===== src/rtl/td_delay_chain.sv =====
// Clocked, parametrised tapped delay line with optional inertial (pulse-swallowing)
// input filter, final-tap edge events and an in-flight status flag.
module td_delay_chain #(
  parameter int TAPS      = 5,
  parameter int SPACING   = 2,
  parameter int WIDTH     = 1,
  parameter int MIN_PULSE = 2
) (
  input  logic                  clk,
  input  logic                  reset_n,
  input  logic                  en,
  input  logic                  mode,
  input  logic [WIDTH-1:0]      din,
  output logic [TAPS*WIDTH-1:0] taps,
  output logic [WIDTH-1:0]      rise,
  output logic [WIDTH-1:0]      fall,
  output logic                  busy
);

  localparam int L  = TAPS * SPACING;
  localparam int CW = $clog2(MIN_PULSE + 1);
  localparam logic [CW-1:0] CNT_LAST = CW'(MIN_PULSE - 1);

  if (TAPS < 1)      begin : g_bad_taps    $error("td_delay_chain: TAPS must be >= 1");      end
  if (SPACING < 1)   begin : g_bad_spacing $error("td_delay_chain: SPACING must be >= 1");   end
  if (WIDTH < 1)     begin : g_bad_width   $error("td_delay_chain: WIDTH must be >= 1");     end
  if (MIN_PULSE < 1) begin : g_bad_minp    $error("td_delay_chain: MIN_PULSE must be >= 1"); end

  logic [WIDTH-1:0] busy_ch;

  for (genvar c = 0; c < WIDTH; c++) begin : g_ch
    logic [L-1:0]  sr;
    logic [L-1:0]  sr_nxt;
    logic          f;
    logic          f_nxt;
    logic [CW-1:0] cnt;
    logic [CW-1:0] cnt_nxt;
    logic          prev;

    // In transport mode f shadows din so that a later switch to inertial
    // starts from the current level and cannot inject a spurious edge.
    always_comb begin
      f_nxt   = f;
      cnt_nxt = cnt;
      sr_nxt  = sr;
      if (!mode) begin
        f_nxt     = din[c];
        cnt_nxt   = '0;
        sr_nxt[0] = din[c];
      end else begin
        sr_nxt[0] = f;
        if (din[c] == f) begin
          cnt_nxt = '0;
        end else if (cnt == CNT_LAST) begin
          f_nxt   = din[c];
          cnt_nxt = '0;
        end else begin
          cnt_nxt = cnt + CW'(1);
        end
      end
      for (int i = 1; i < L; i++) begin
        sr_nxt[i] = sr[i-1];
      end
    end

    // prev runs on every edge so the edge pulses last one clock even when en drops.
    always_ff @(posedge clk) begin
      if (!reset_n) begin
        sr   <= '0;
        f    <= 1'b0;
        cnt  <= '0;
        prev <= 1'b0;
      end else begin
        prev <= sr[L-1];
        if (en) begin
          sr  <= sr_nxt;
          f   <= f_nxt;
          cnt <= cnt_nxt;
        end
      end
    end

    for (genvar k = 1; k <= TAPS; k++) begin : g_tap
      assign taps[(k-1)*WIDTH+c] = sr[k*SPACING-1];
    end

    assign rise[c]    = sr[L-1] & ~prev;
    assign fall[c]    = ~sr[L-1] & prev;
    assign busy_ch[c] = (cnt != '0) | (sr != {L{f}});
  end

  assign busy = |busy_ch;

endmodule


===== config.mk =====
export PLATFORM = sky130hd
export DESIGN_NAME = td_delay_chain
export DESIGN_NICKNAME = d
export VERILOG_FILES = /design/src/rtl/td_delay_chain.sv
export SDC_FILE = /design/constraint.sdc
export NUM_CORES = 1
export LEC_CHECK = 0
export CAP_MARGIN = 10
export CELL_PAD_IN_SITES_DETAIL_PLACEMENT = 0
export CELL_PAD_IN_SITES_GLOBAL_PLACEMENT = 2
export CORE_MARGIN = 1.5
export CORE_UTILIZATION = 29
export CTS_CLUSTER_DIAMETER = 30
export CTS_CLUSTER_SIZE = 25
export DETAILED_ROUTE_END_ITERATION = 7
export PLACE_DENSITY = 0.79
export REMOVE_ABC_BUFFERS = 1
export SYNTH_ARGS = -nofsm -noshare
export SYNTH_HDL_FRONTEND = slang
export SYNTH_SLANG_ARGS = --single-unit

===== constraint.sdc =====
create_clock -name clk -period 1.5 [get_ports clk]
set_clock_uncertainty 0.1 [all_clocks]
set_input_delay 0.45 -clock clk [delete_from_list [all_inputs] [get_ports clk]]
set_output_delay 0.45 -clock clk [all_outputs]
set_load 0.02 [all_outputs]

# Word-level counts from Yosys, hierarchy flattened
# Index checks and enable logic that the tools add are counted.
# word_totals
regBits,14
latch_bits,0
ram_bits,0
romBits,0
inputBits,5
out_inout_bits,8
wordCells,24
mem_count,0
# op_classes
add_sub_neg,1
n_mul,0
n_div,0
n_lt_le_gt_ge,0
eq_ne,5
shifts,0
muxes,7
bitwise,5
reduce_logical,2
# op_table
cell,count
inequality test 10 bit,1
two-way mux 2 bit,3
two-way mux 1 bit,4
AND reduction 3 bit,1
adder 2 x 1 -> 2 bit (second input constant),1
AND 1 bit,2
== test 2 x 1 -> 1 bit (second input constant),1
inequality test 2 x 1 -> 1 bit (second input constant),1
inequality test 2 bit (second input constant),1
inverter 1 bit,2
nonzero test 2 bit,1
== test 1 bit,1
OR 1 bit,1

# Longest topological paths before layout
# logic_depth
depth_word,4
mapped_depth,4
mapped_depth_nobuf,3

# Worst setup path before layout
# OpenSTA, ideal clock, no wires.
# synth_path
kind,reg2out
from,reg g_ch[0].f
to,out busy
arrival_ps,1056
t_required_ps,950
path_slack_ps,-106
stages_incl_launch_ff,4
n_path_buf,0
path_cell_list,dfxtp_1 > nor3_1 > and3_1 > o21ai_0
# synth_between
elab_chain_cells,2
# synth_lines
item,line,text
start: declaration,34,logic f;
start signal: assignment,77,f <= f_nxt;
inequality test 10 bit,89,assign busy_ch[c] = (cnt != '0) | (sr != {L{f}});
OR 1 bit,89,
end: declaration,17,output logic busy
# No other way between the ends.

# Worst setup path in the final report
# layout_path
from,reg g_ch[0].sr[5]
to,out busy
# layout_between
elab_chain_cells,2
# layout_lines
item,line,text
start: declaration,32,logic [L-1:0] sr;
start signal: assignment,76,sr <= sr_nxt;
inequality test 10 bit,89,
OR 1 bit,89,
# No other way between the ends.

==> flow_summary_export.csv <==
group,metric,value,unit
clocking,insertion_delay,0.28,ns
drt,wl_per_cell,10.9,um
logic_synthesis,synth_edf_count,0,
drt,dr_total_vias,535,
status,outcome,"finished with violations",
cells_and_area,final_net_count,100,
status,violations,"negative setup slack",
timing,worst_slew_pin_slew,0.215,ns
cells_and_area,final_area,931,um^2
cells_and_area,diodes,0,
logic_synthesis,async_flop_share,0,
pwr,total_power,755,uW
logic_synthesis,yosysSeqAreaShare,0.431,
pwr,total_leakage_power,0.431,nW
grt,grt_pass1_wl,2.13,mm
die,core,2040,um^2
clocking,max-clock-path-buffers,2,
die,start_util,0.319,
clocking,cts_tree,"built",
worst_setup_path,slowest_stage,"dfxtp_2",
die,die_area,2540,um^2
drt,drt-pass1-iter-count,2,
clocking,root_buffer,"clkbuf_4",
place,dp_hpwl,903,um
pwr,p_per_area,811,nW/um^2
timing,slew_viol_final,0,
clocking,numCtsBuffers,3,
worst_setup_path,cp.arrival,1.29,ns
cells_and_area,post-route-util,0.456,
grt,grt_util_all_layers,0.112,
drt,wl,1.32,mm
timing,fin_crit,1.84,ns
cells_and_area,area_growth,43.1,%
worst_setup_path,path_class,"register to output pin",
logic_synthesis,synthDistinctLibCells,19,
drt,ant_nets,0,
worst_setup_path,crit_path_cell_trace,"nor4_2 -> and3_1 -> o21ai_1 -> buf_2",
logic_synthesis,avgSynthCellArea,9.57,um^2
logic_synthesis,synth_area,651,um^2
worst_setup_path,cp_data_required_time,0.95,ns
worst_setup_path,cp-start-kind,"register",
logic_synthesis,ys_top_cells_by_count,"14 x dfxtp_1, 12 x nor2b_1, 11 x mux2i_1, 6 x buf_4, 4 x nand2_1",
drt,post-route-drc-count,0,
timing,fin_crit_sh,1.22,
die,fp.dieW,50.4,um
worst_setup_path,cp_max_fo,2,
timing,max_freq,544,MHz
grt,first_global_vias,525,
die,die_y,50.4,um
cells_and_area,fillers,228,
worst_setup_path,end_kind,"output pin",
logic_synthesis,yosys-top-cells-area,"dfxtp_1 43%, mux2i_1 17%, nor2b_1 12%, buf_4 6.9%, o21ai_0 2.3%",
worst_setup_path,crit_buf_inv,1,
logic_synthesis,synth.most_common_cell,"dfxtp_1",
clocking,cts_sinks,14,
timing,hold_viol,0,
cells_and_area,drive_above_1_share,0.394,
place,io_buffers,12,
worst_setup_path,max_stage_delay,0.34,ns
drt,dr.first_iter.drc_count,3,
min_path,hp-class,"register to register",
timing,rsz0062_at_grt,"yes",
grt,grt_max_degree,14,
place,gp_congestion,0.677,
logic_synthesis,yosysTopAreaCell,"dfxtp_1",
job,cap_violations,0,
drt,via_per_inst,4.42,
timing,max_slew_margin,0.856,
worst_setup_path,crit_family,"simple AND/OR/NAND/NOR gates",
logic_synthesis,yosys.area.top_type_share,0.431,
clocking,h-tree-depth,1,
logic_synthesis,syn_inst,68,
die,ios,13,
logic_synthesis,ys.flop_type,"dfxtp_1",
timing,setup_viol,4,
logic_synthesis,yosys_warnings,0,
logic_synthesis,synth-seq-cells,14,
die,placementRows,16,
grt,gr-total-overflow,0,
clocking,clk_pin_slew,0.09,ns
place,dpl-instance-area,877,um^2
timing,setup_ws,-0.337,ns
pwr,ir_drop,0.568,mV
grt,antenna_found_initial,0,
-- path summary, 6_finish.rpt --
check             cells past startpoint        endpoint  slack (ns)      startpoint
setup / recovery                      4            busy       -0.34   g_ch[0].sr[5]
hold reg to reg                       3  g_ch[0].cnt[1]        0.45  g_ch[0].cnt[1]
setup reg to reg                      4       g_ch[0].f        0.39  g_ch[0].cnt[0]
hold / removal                        3  g_ch[0].cnt[1]        0.45  g_ch[0].cnt[1]
-- layout make-up --
cell class,instances,area [um^2],share of cell area
well taps,27,33.8,0.0363
inverters,1,3.75,0.00403
flip-flops and latches,14,287,0.308
repair buffers,30,251,0.270
clock buffers,4,36.3,0.0390
multi-input cells,45,319,0.343
-- registers in the layout, indices dropped and copies added, names as in the netlist --
signal     flops
g_ch.cnt       2
g_ch.sr       10
g_ch.f         1
g_ch.prev      1
-- report_power, final --
part	switching (mW)	leakage, nW	total, mW	internal, mW
registers	0.00558	0.116	0.384	0.379
clock network	0.126	0.0210	0.273	0.148
logic	0.0419	0.294	0.0970	0.0551
-- kinds of logic after synthesis --
logic type / after synthesis / share of synthesized area
xor+xnor: 1 / 0.0135
mux: 11 / 0.169
compound gates: 5 / 0.0519
simple gates: 28 / 0.237
flops: 14 / 0.431
buf+inv: 9 / 0.0981
-- routing by layer --
layer / vias up / global-route usage / part of all wire
met5: - / 0 / 0
met4: 0 / 0.0270 / 0
met3: 0 / 0.0446 / 0.029
met2: 8 / 0.191 / 0.48
met1: 248 / 0.131 / 0.49
li1: 279 / - / -
-- through the flow --
stage	hold WS [ns]	cells	setup WS (ns)	setup TNS [ns]
after floorplan	0.323	60	-0.245	-0.245
after global placement	0.443	115	-0.459	-2.56
after detailed placement	0.442	115	-0.456	-2.68
after CTS	0.456	121	-0.369	-0.482
after global routing	0.485	121	-0.399	-0.644
final	0.453	121	-0.337	-0.429
-- worst min-delay path, stage by stage, from the launching register on --
cell	delay (ns)
dfxtp_1	0.32
buf_4	0.13
nand2_1	0.05
nor2_1	0.03
-- repair_timing --
action                     CTS  global route
gates resized for setup     44             5
setup buffers                2             0
setup endpoints to repair    8             7
hold buffers                 0             0
pin swaps                    2             0
-- cells in the final DEF, fill, tap and decap left out, drive strengths merged --
cell | netlist | final
and2 | 1 | 1
and3 | 1 | 1
buf | 7 | 26
clkbuf | 1 | 4
clkdlybuf4s50 | 0 | 4
dfxtp | 14 | 14
inv | 1 | 1
mux2i | 11 | 11
nand2 | 4 | 4
nand3 | 1 | 1
nand4 | 2 | 2
nor2 | 3 | 3
nor2b | 12 | 12
nor3 | 2 | 2
nor4 | 2 | 2
o211a | 1 | 1
o21ai | 3 | 3
o31a | 1 | 1
xnor2 | 1 | 1
No activity file was read; power rests on OpenSTA's default activity.
